[config.mk]
export PLATFORM = sky130hd
export DESIGN_NAME = maxnet_ctrl
export DESIGN_NICKNAME = d
export VERILOG_FILES = /design/src/rtl/maxnet_ctrl.sv
export SDC_FILE = /design/constraint.sdc
export NUM_CORES = 1
export LEC_CHECK = 0
export ABC_AREA = 1
export CAP_MARGIN = 20
export CORE_UTILIZATION = 43
export DETAILED_ROUTE_END_ITERATION = 8
export PLACE_DENSITY = 0.73
export SLEW_MARGIN = 20
export SYNTH_ARGS = -nofsm -noshare
export SYNTH_HDL_FRONTEND = slang
export SYNTH_SLANG_ARGS = --single-unit
[constraint.sdc]
create_clock -name clk -period 5.12 [get_ports clk]
set_input_delay 0.512 -clock clk [delete_from_list [all_inputs] [get_ports clk]]
set_output_delay 0.512 -clock clk [all_outputs]
set_load 0.01 [all_outputs]
[src/rtl/maxnet_ctrl.sv]
// maxnet_ctrl -- sequencer for a four-neuron MAXNET winner-take-all network.
//
// One activation at a time is computed by an external PLU (multiply-accumulate).
// For neuron j, the PLU gets weight row w = {WINH.., WSELF at j, ..WINH} and the
// current activations a = act[0..3]. Its result is passed through a ReLU into
// nxt[j]. After all four neurons, nxt replaces act and the survivors are counted.
//
// Optional build macro:
//   MAXNET_CTRL_WATCHDOG_EN -- abort a PLU wait after 256 cycles with err=1.
//                              When undefined, err is tied low and WAIT never times out.
//
// Ports:
//   clk, rst (async, active-low)
//   go                  start request, sampled in IDLE only
//   x1..x4              signed initial activations, copied into act in LOAD
//   w1..w4, a1..a4      weight row and activations presented to the PLU
//   plu_start           one-cycle PLU start pulse (ISSUE)
//   plu_done, plu_out   PLU completion flag and signed result
//   busy                high outside IDLE
//   done                one-cycle completion pulse (FIN)
//   winner, none, limit, err, iter   result; held until the next LOAD
module maxnet_ctrl #(
  parameter logic signed [31:0] WSELF    = 32'sh0001_0000,
  parameter logic signed [31:0] WINH     = 32'shFFFF_C000,
  parameter int unsigned        MAX_ITER = 16
) (
  input  logic               clk,
  input  logic               rst,
  input  logic               go,
  input  logic signed [31:0] x1,
  input  logic signed [31:0] x2,
  input  logic signed [31:0] x3,
  input  logic signed [31:0] x4,
  output logic signed [31:0] w1,
  output logic signed [31:0] w2,
  output logic signed [31:0] w3,
  output logic signed [31:0] w4,
  output logic signed [31:0] a1,
  output logic signed [31:0] a2,
  output logic signed [31:0] a3,
  output logic signed [31:0] a4,
  output logic               plu_start,
  input  logic               plu_done,
  input  logic signed [31:0] plu_out,
  output logic               busy,
  output logic               done,
  output logic [1:0]         winner,
  output logic               none,
  output logic               limit,
  output logic               err,
  output logic [7:0]         iter
);

  localparam int DATA_W = 32;

  typedef enum logic [2:0] {
    S_IDLE, S_LOAD, S_ISSUE, S_WAIT, S_CAPTURE, S_COMMIT, S_CHECK, S_FIN
  } state_t;

  state_t                   state, state_nxt;
  logic signed [DATA_W-1:0] act [4];
  logic signed [DATA_W-1:0] nxt [4];
  logic signed [DATA_W-1:0] w_vec [4];
  logic [1:0]               j;
  logic [2:0]               nz_cnt;
  logic [1:0]               nz_idx;
  logic [1:0]               max_idx;
  logic                     at_limit;
  logic                     wd_expire;

  function automatic logic signed [DATA_W-1:0] relu(input logic signed [DATA_W-1:0] v);
    return v[DATA_W-1] ? '0 : v;
  endfunction

  function automatic logic [7:0] sat_inc(input logic [7:0] v);
    return (v == 8'hFF) ? v : v + 8'd1;
  endfunction

`ifdef MAXNET_CTRL_WATCHDOG_EN
  logic [7:0] wd_cnt;

  always_ff @(posedge clk or negedge rst) begin
    if (!rst)                wd_cnt <= '0;
    else if (state == S_WAIT) wd_cnt <= wd_cnt + 8'd1;
    else                     wd_cnt <= '0;
  end

  // wd_cnt==255 marks the 256th WAIT cycle; a plu_done in that cycle still wins.
  assign wd_expire = (state == S_WAIT) && !plu_done && (wd_cnt == 8'hFF);
`else
  assign wd_expire = 1'b0;
  assign err       = 1'b0;
`endif

  // Survivor scan used by CHECK; argmax keeps the lowest index on ties.
  always_comb begin
    nz_cnt  = '0;
    nz_idx  = '0;
    max_idx = '0;
    for (int k = 0; k < 4; k++) begin
      if (act[k] != '0) begin
        nz_cnt = nz_cnt + 3'd1;
        nz_idx = 2'(k);
      end
    end
    for (int k = 1; k < 4; k++) begin
      if (act[k] > act[max_idx]) max_idx = 2'(k);
    end
  end

  assign at_limit = (iter == 8'(MAX_ITER));

  always_ff @(posedge clk or negedge rst) begin
    if (!rst) state <= S_IDLE;
    else      state <= state_nxt;
  end

  always_comb begin
    state_nxt = state;
    case (state)
      S_IDLE:    if (go) state_nxt = S_LOAD;
      S_LOAD:    state_nxt = S_ISSUE;
      S_ISSUE:   state_nxt = S_WAIT;
      S_WAIT: begin
        if (plu_done)       state_nxt = S_CAPTURE;
        else if (wd_expire) state_nxt = S_FIN;
      end
      S_CAPTURE: state_nxt = (j == 2'd3) ? S_COMMIT : S_ISSUE;
      S_COMMIT:  state_nxt = S_CHECK;
      S_CHECK:   state_nxt = ((nz_cnt <= 3'd1) || at_limit) ? S_FIN : S_ISSUE;
      S_FIN:     state_nxt = S_IDLE;
      default:   state_nxt = S_IDLE;
    endcase
  end

  always_comb begin
    plu_start = (state == S_ISSUE);
    busy      = (state != S_IDLE);
    done      = (state == S_FIN);
    for (int k = 0; k < 4; k++) begin
      w_vec[k] = '0;
      if ((state == S_ISSUE) || (state == S_WAIT) || (state == S_CAPTURE))
        w_vec[k] = (2'(k) == j) ? WSELF : WINH;
    end
  end

  assign w1 = w_vec[0];
  assign w2 = w_vec[1];
  assign w3 = w_vec[2];
  assign w4 = w_vec[3];
  assign a1 = act[0];
  assign a2 = act[1];
  assign a3 = act[2];
  assign a4 = act[3];

  always_ff @(posedge clk or negedge rst) begin
    if (!rst) begin
      for (int k = 0; k < 4; k++) begin
        act[k] <= '0;
        nxt[k] <= '0;
      end
      j      <= '0;
      iter   <= '0;
      winner <= '0;
      none   <= 1'b0;
      limit  <= 1'b0;
`ifdef MAXNET_CTRL_WATCHDOG_EN
      err    <= 1'b0;
`endif
    end else begin
      case (state)
        S_LOAD: begin
          act[0] <= x1;
          act[1] <= x2;
          act[2] <= x3;
          act[3] <= x4;
          iter   <= '0;
          none   <= 1'b0;
          limit  <= 1'b0;
          j      <= '0;
`ifdef MAXNET_CTRL_WATCHDOG_EN
          err    <= 1'b0;
`endif
        end
`ifdef MAXNET_CTRL_WATCHDOG_EN
        S_WAIT: begin
          if (wd_expire) begin
            err    <= 1'b1;
            winner <= '0;
          end
        end
`endif
        S_CAPTURE: begin
          nxt[j] <= relu(plu_out);
          j      <= j + 2'd1;
        end
        S_COMMIT: begin
          for (int k = 0; k < 4; k++) act[k] <= nxt[k];
          iter <= sat_inc(iter);
        end
        S_CHECK: begin
          if (nz_cnt == 3'd1) begin
            winner <= nz_idx;
          end else if (nz_cnt == 3'd0) begin
            none   <= 1'b1;
            winner <= '0;
          end else if (at_limit) begin
            limit  <= 1'b1;
            winner <= max_idx;
          end else begin
            j <= '0;
          end
        end
        default: ;
      endcase
    end
  end

endmodule

After elaboration in Yosys (flattened, before gate mapping)
Index checks and enable logic that the tools add are counted.
{ "totals": {"output_inout_bits": 272, "ff_bits": 273, "in_bits": 164, "latchBits": 0, "wordCells": 124, "mem_bits_rw": 0, "romBits": 0, "memories": 0} }
{ "op_classes": {"n_reduce_logical": 22, "mux": 50, "shift": 0, "n_eq_ne": 22, "div": 0, "n_lt_le_gt_ge": 8, "n_mul": 0, "n_addsub": 5, "bitwise_logic": 3} }
{ "op_table": {"columns": ["cell", "count"], "rows": [
  ["two-way mux 32 bit", 13],
  ["case mux 128 bit (2 select lines)", 1],
  ["binary-select mux 32 bit (select 2 bit)", 2],
  ["bitwise mux 128 bit", 1],
  ["nonzero test 32 bit", 4],
  ["> comparator 32 bit", 3],
  ["demux 32 bit (select 2 bit)", 1],
  ["two-way mux 31 bit", 1],
  ["case mux 3 bit (8 select lines)", 1],
  ["two-way mux 3 bit", 7],
  ["two-way mux 2 bit", 10],
  ["inequality test 2 bit (second input constant)", 8],
  ["case mux 8 bit (2 select lines)", 1],
  ["equality test 3 bit (second input constant)", 4],
  ["adder 3 x 1 -> 3 bit (second input constant)", 3],
  ["greater-or-equal comparator 3 bit (second input constant)", 3],
  ["NOT 2 -> 3 bit", 3],
  ["nonzero test 3 bit", 3],
  ["adder 8 x 1 -> 8 bit (second input constant)", 1],
  ["equality test 8 x 5 -> 1 bit (second input constant)", 1],
  ["equality test 8 bit (second input constant)", 1],
  ["two-way mux 1 bit", 8],
  ["two-way mux 8 bit", 1],
  ["AND reduction 4 bit", 2],
  ["17 further kinds", 27]
]} }

Logic depth before layout (Yosys ltp)
Gate-level depths: netlist (run 1).
{ "logic_depth": {"ltp_word": 17, "ltp_mapped": 51, "ltp_nobuf": 48} }

Least setup slack after synthesis (run 1)
Ideal clock, no wire load.
{ "synth_timing": {"path_type": "reg2reg", "startpoint": "register act, in the netlist a1[31]", "endpoint": "register winner[0]", "setup_time_ps": 77, "synth_period_minus_slack_ps": 4716, "path_stages_with_launch": 38, "arrival_time_ps": 4639, "required_time_ps": 5043, "path_slack_ps": 404, "path_buffers": 3, "path_cell_list": "dfrtp_1 > inv_1 > ha_1 > a21oi_1 > o21a_1 > nand2_1 > a21oi_2 > nand2_1 > nand2_2 > nand3_4 > buf_6 > nand2_2 > o21ai_2 > ha_1 > nand2_1 > inv_1 > nand3_1 > nor2_1 > (+2 left out) > nand2_1 > nand3_1 > nand3_1 > buf_4 > buf_4 > nand2_1 > o21ai_1 > ha_1 > nand2_1 > nor2_1 > nand2_1 > nor3b_1 > nand2_1 > nand3_1 > nand3_1 > nand2_1 > nand2_1 > a21oi_1"} }
{ "synth_via": {"elab_chain_cells": 17, "word_cells_on_any_way": 29, "cone_classes": "add/sub: 3; order compare: 3; eq/ne: 1; mux: 16; bitwise: 2; reduce/logical: 4"} }
{ "synth_lines": {"columns": ["element", "line_no", "rtl"], "rows": [
  ["from (decl)", "61", "logic signed [DATA_W-1:0] act [4];"],
  ["> comparator 32 bit", "107", "if (act[k] > act[max_idx]) max_idx = 2'(k);"],
  ["two-way mux 1 bit", "107", null],
  ["NOT 2 -> 3 bit (implied by the code)", "107", null],
  ["binary-select mux 32 bit (select 2 bit)", "107", null],
  ["two-way mux 32 bit (implied by the code) (2 in series)", "107", null],
  ["> comparator 32 bit", "107", null],
  ["two-way mux 2 bit", "107", null],
  ["NOT 2 -> 3 bit (implied by the code)", "107", null],
  ["binary-select mux 32 bit (select 2 bit)", "107", null],
  ["two-way mux 32 bit (implied by the code) (2 in series)", "107", null],
  ["> comparator 32 bit", "107", null],
  ["two-way mux 2 bit", "107", null],
  ["two-way mux 2 bit", "207", "end else if (at_limit) begin"],
  ["two-way mux 2 bit", "204", "end else if (nz_cnt == 3'd0) begin"],
  ["two-way mux 2 bit", "202", "if (nz_cnt == 3'd1) begin"],
  ["to (signal assigned)", "203", "winner <= nz_idx;"],
  ["to (signal assigned)", "209", "winner <= max_idx;"],
  ["to (decl)", "47", "output logic [1:0] winner,"]
]} }
Several ways; a longest one is shown, not always the timed one. The select of a mux whose other input is x is not followed.
A chain may end at the register's enable or synchronous reset.

Worst setup path after layout (run 1)
{ "layout_timing": {"startpoint": "register act, in the netlist a1[11]", "endpoint": "register winner[1]"} }
Same word-level chain as after synthesis.

==> flow_summary.toml, run 1 <==
[synth]
synth-simple-area-share_pct = 19.4
synth_fa_ha_area_share_pct = 8.23
synth_xor_area_share_pct = 0.274
synth_mux_area_share_pct = 0
syn_area_mm2 = 0.0160
yosys_warnings = 0
yosys_register_bits = 269
synth_compound_area_share_pct = 15.9
yosys.area.top_type = "dfrtp_1"
yosysUniqueCellTypes = 41
synth_top_area_share_pct = 42.2
synth_area_leaders = "dfrtp_1 (42%), nand2_1 (12%), ha_1 (8.2%)"
syn_inst = 1999
yosysMostFrequentCell = "nand2_1"
synth_edf_count = 0
synthTopCellsByCount = "nand2_1 (510), dfrtp_1 (269), inv_1 (244), o21ai_0 (168), nor2_1 (128)"
yosysSeqAreaShare_pct = 42.2
synth_top_family_by_area = "simple AND/OR/NAND/NOR gates"
syn_avg_cell_area_um2 = 7.99
ys.flop_type = "dfrtp_1"
async_flop_share_pct = 100

[timing]
rsz0062_at_grt = "yes"
tns_ns = -0.0133
fin_skew_ns = 0.0215
whs_ns = -0.0301
period_share_pct = 100
worst_slack_ns = -0.0129
slew_headroom_pct = 35.6
tightest_slew_ns = 0.963
slew_viol_final = 0
hold_viol_final = 21
max_freq_mhz = 195
min_period_ns = 5.13
setup_violations = 2

[worst_setup_path]
crit_top_cell = "nand2_2"
startpoint_type = "flip-flop"
reg2reg_from = "a1[11]$_DFFE_PN0P_"
arrival_ns = 5.57
r2r_end = "winner[1]$_DFFE_PN0P_"
cp-end-kind = "flip-flop"
crit_slowest_cell = "dfrtp_1"
cpPeakStageDelay_ns = 0.40
critPathKind = "reg2reg"
r2r_slack_ns = -0.01
crit_fanout = 7
reg2reg_depth = 40
cp.required_ns = 5.55

[finish]
fin_util_pct = 60.9
design_area_mm2 = 0.0223
drive_gt1_share_pct = 17.3
syn2layout_area_growth_pct = 39.7
fillCellCount = 3152
fin_nets = 2689
stdcell_count = 2907

[routing]
drc = 0
postRouteAntennaNets = 0
vias_per_cell = 5.22
first_pass_iters = 5
first_iter_violations = 942
wirelength_um = 52700
wl_per_cell_um = 18.1
route.vias.total = 15200

[clock_tree]
htree_num_levels = 1
clkLatencyLatePin_ns = 0.56
cts_tree = "done"
clk_pin_slew_worst_paths_ns = 0.06
cts_root_buf = "clkbuf_16"
clock-sinks = 269
cts_made_buffers = 30
max-clock-path-buffers = 3

[floorplan]
die_w_um = 195
die_h_um = 195
row_count = 70
io_pins = 436
initial_core_util_pct = 43.6
dieArea_mm2 = 0.0379
core_mm2 = 0.0366

[min_path]
hold_path.class = "in2async"

[placed_design]
dp_hpwl_um = 37800
placed_area_mm2 = 0.0203
io_buffers = 378
place_congestion = 0.889
place_inst = 2818

[grt]
grt_pass1_wl_um = 80300
grt_pass1_vias = 14600
track_usage_pct = 26.6
antenna_found_initial = 1
grt-ovfl-total = 0
grt_max_degree = 114

[job]
maxCapViolations = 0

[status]
violations = "hold timing, setup timing"
outcome = "finished, violations left"
==> worst max-delay path: cells and delay by family, from the launching register on <==
kind / cells / cell delay, ns
flip-flops: 1 / 0.40
AO/OA/AOI/OAI: 5 / 0.52
adder cells (fa/ha/maj): 3 / 0.80
AND/OR/NAND/NOR: 22 / 1.97
buffers and inverters: 10 / 1.31
==> registers in the layout, indices dropped and copies added (netlist names) <==
register,cells
a2,32
j,2
iter,8
a4,32
a1,32
winner,2
nxt,124
none,1
limit,1
a3,32
state,3
==> kinds of logic after synthesis <==
logic type | after synthesis
flip-flops | 269
other | 1
buffers and inverters | 451
adder cells (fa/ha/maj) | 105
AND/OR/NAND/NOR | 751
XOR/XNOR | 5
AO/OA/AOI/OAI | 417
==> layer usage <==
metal / track usage (%) / share of wire (%) / vias to the layer above
li1: - / - / 7158
met1: 35.8 / 43 / 7305
met2: 43.6 / 47 / 599
met3: 4.18 / 6.4 / 106
met4: 9.23 / 3.4 / 0
met5: 0 / 0 / -
==> area by class of cell <==
type | instances | area (um2) | area share, %
multi-input combinational | 1335 | 7940 | 35.6
tap | 468 | 586 | 2.63
inverter | 247 | 932 | 4.18
antenna | 1 | 2.50 | 0.0112
clock buffer | 43 | 861 | 3.86
sequential | 269 | 6730 | 30.2
clock inverter | 7 | 41.3 | 0.185
timing repair buffer | 537 | 5210 | 23.4
==> worst max path at each step <==
stage                             from                     to  slack (ns)
floorplan           a1[31]$_DFFE_PN0P_  winner[0]$_DFFE_PN0P_        0.40
global placement    a1[23]$_DFFE_PN0P_  winner[0]$_DFFE_PN0P_       -0.17
detailed placement  a1[22]$_DFFE_PN0P_  winner[1]$_DFFE_PN0P_       -0.24
CTS                 a1[22]$_DFFE_PN0P_  winner[1]$_DFFE_PN0P_       0.007
global route        a1[11]$_DFFE_PN0P_  winner[1]$_DFFE_PN0P_       -0.38
finish              a1[11]$_DFFE_PN0P_  winner[1]$_DFFE_PN0P_       -0.01
==> through the flow <==
step	hold slack, ns	setup WS, ns
global placement	0.464	-0.169
global route	0.0365	-0.378
finish	-0.0301	-0.0129
CTS	0.0106	0.00723
floorplan	0.216	0.404
detailed placement	0.469	-0.240
==> cells in the final DEF, fill, tap and decap left out, types with 3 or more instances in the layout <==
cell | synthesis | final
ha_4 | 0 | 25
clkbuf_8 | 0 | 4
o21ai_1 | 33 | 33
nand3_1 | 22 | 15
a21oi_1 | 50 | 30
nor2_1 | 128 | 112
buf_12 | 0 | 8
o21ai_4 | 0 | 7
o22ai_1 | 3 | 3
buf_4 | 126 | 139
clkbuf_1 | 58 | 8
nand3_4 | 1 | 3
nor4_1 | 13 | 13
nor3_1 | 8 | 6
nand4_1 | 13 | 13
a21o_1 | 3 | 3
clkinv_2 | 0 | 7
inv_1 | 244 | 222
clkbuf_16 | 0 | 37
xor2_1 | 4 | 4
nand2_2 | 37 | 58
a21oi_2 | 1 | 20
nor2_2 | 3 | 12
nand2_1 | 510 | 482
o21ai_2 | 34 | 33
clkdlybuf4s50_1 | 0 | 376
o211ai_1 | 89 | 89
conb_1 | 1 | 57
a22oi_1 | 32 | 32
nor2_4 | 2 | 9
nand3_2 | 1 | 6
nand2_4 | 0 | 7
inv_2 | 3 | 22
dfrtp_1 | 269 | 269
or2_2 | 6 | 6
ha_1 | 105 | 79
buf_6 | 6 | 5
o21ai_0 | 168 | 162
==> timing repair <==
| item | in CTS | in global routing |
|---|---|---|
| pin swaps | 7 | 75 |
| hold endpoints to repair | 0 | 0 |
| hold buffers | 0 | 0 |
| setup buffers | 5 | 29 |
| endpoints found under the setup margin | 2 | 2 |
| cloned | 0 | 6 |
| gates resized for setup | 18 | 146 |
Power of run 1 is not shown: default switching activity piles up to over one toggle a cycle in this logic, so the estimate is an artifact.
==> run 2, diff against run 1 <==
- CTS_BUF_LIST: unset -> sky130_fd_sc_hd__clkbuf_16
==> flow_summary.toml, run 2 (synthesis gave the netlist of run 1 again) <==
[timing]
slew_viol_final = 0
hold_viol_final = 10
worst_slack_ns = -0.0143
tightest_slew_ns = 0.972
min_period_ns = 5.13
slew_headroom_pct = 34.6
setup_violations = 2
fin_skew_ns = 0.0176
max_freq_mhz = 195
whs_ns = -0.0268
rsz0062_at_grt = "yes"
period_share_pct = 100

[grt]
grt_max_degree = 114
grt-ovfl-total = 0
antenna_found_initial = 1
grt_pass1_wl_um = 80300
grt_pass1_vias = 14600
track_usage_pct = 26.7

[finish]
layout_common_cells = "nand2_1 (482), clkdlybuf4s50_1 (376), dfrtp_1 (269), inv_1 (229), o21ai_0 (162)"
fin_nets = 2690
largest_register_ffs = 124
stdcell_count = 2908
largest_register = "nxt"
fin_util_pct = 60.8
drive_gt1_share_pct = 17.2
final_common_cell = "nand2_1"
syn2layout_area_growth_pct = 39.5

[worst_setup_path]
crit_buf_inv = 7
crit_slowest_cell = "dfrtp_1"
cpLargestDelayFamily = "simple AND/OR/NAND/NOR gates"
cpPeakStageDelay_ns = 0.40
crit_top_cell = "nand2_2"
r2r_end = "winner[1]$_DFFE_PN0P_"
startpoint_type = "flip-flop"
cp-end-kind = "flip-flop"
reg2reg_depth = 37
crit_fanout = 8
arrival_ns = 5.61
critPathKind = "reg2reg"
cp.required_ns = 5.60
reg2reg_from = "a1[11]$_DFFE_PN0P_"
r2r_slack_ns = -0.01

[routing]
drc = 0
first_pass_iters = 5
wl_per_cell_um = 18.2
route.vias.total = 15200
postRouteAntennaNets = 0
first_iter_violations = 995
wirelength_um = 52800
vias_per_cell = 5.21

[floorplan]
die_w_um = 195
core_mm2 = 0.0366
io_pins = 436
initial_core_util_pct = 43.6
row_count = 70
dieArea_mm2 = 0.0379
die_h_um = 195

[clock_tree]
cts_root_buf = "clkbuf_16"
max-clock-path-buffers = 3
clk_pin_slew_worst_paths_ns = 0.06
clkLatencyLatePin_ns = 0.56
htree_num_levels = 1
clock-sinks = 269
cts_made_buffers = 30
cts_tree = "done"

[placed_design]
place_inst = 2818
place_congestion = 0.889
dp_hpwl_um = 37800
io_buffers = 378
place_ws_ns = -0.240

[min_path]
hold_path.class = "in2async"

[status]
outcome = "finished, violations left"
violations = "hold timing, setup timing"

[job]
maxCapViolations = 0
==> run 2: cell type report <==
class	instances	area, um2
clock inverter	19	86.3
antenna	1	2.50
tap	468	586
inverter	247	932
multi-input combinational	1335	7940
clock buffer	31	776
fill	3153	14300
timing repair buffer	538	5220
sequential	269	6730
==> run 2: layer usage <==
metal	track usage, %	vias up	wire, um
met1	35.9	7333	22900
met2	43.5	571	25000
li1	-	7152	-
met4	9.23	0	1880
met3	4.13	107	3100
met5	0	-	0
==> run 2: repair_timing <==
| item | 4_1_cts | 5_1_grt |
|---|---|---|
| cloned | 0 | 6 |
| setup buffers | 5 | 30 |
| setup endpoints to repair | 2 | 2 |
| resized for setup | 18 | 147 |
| hold buffers | 0 | 0 |
| pin swaps | 7 | 76 |
==> run 2: stage by stage <==
step	TNS, ns	hold slack (ns)	area [um2]
after floorplan	0	0.216	16200
after global placement	-0.322	0.464	20300
after detailed placement	-0.476	0.469	20300
after CTS	0	0.00721	21200
after global routing	-0.751	0.0349	22300
final	-0.0153	-0.0268	22300
==> run 2: worst max-delay path by stage <==
stage | from | endpoint | slack, ns | cells past startpoint
2_1_floorplan | a1[31]$_DFFE_PN0P_ | winner[0]$_DFFE_PN0P_ | 0.40 | 37
3_3_place_gp | a1[23]$_DFFE_PN0P_ | winner[0]$_DFFE_PN0P_ | -0.17 | 41
3_5_place_dp | a1[22]$_DFFE_PN0P_ | winner[1]$_DFFE_PN0P_ | -0.24 | 41
4_1_cts | a1[22]$_DFFE_PN0P_ | winner[1]$_DFFE_PN0P_ | 0.006 | 36
5_1_grt | a1[11]$_DFFE_PN0P_ | winner[1]$_DFFE_PN0P_ | -0.38 | 38
6_report | a1[11]$_DFFE_PN0P_ | winner[1]$_DFFE_PN0P_ | -0.01 | 37
Power of run 2 is left out for the same reason.
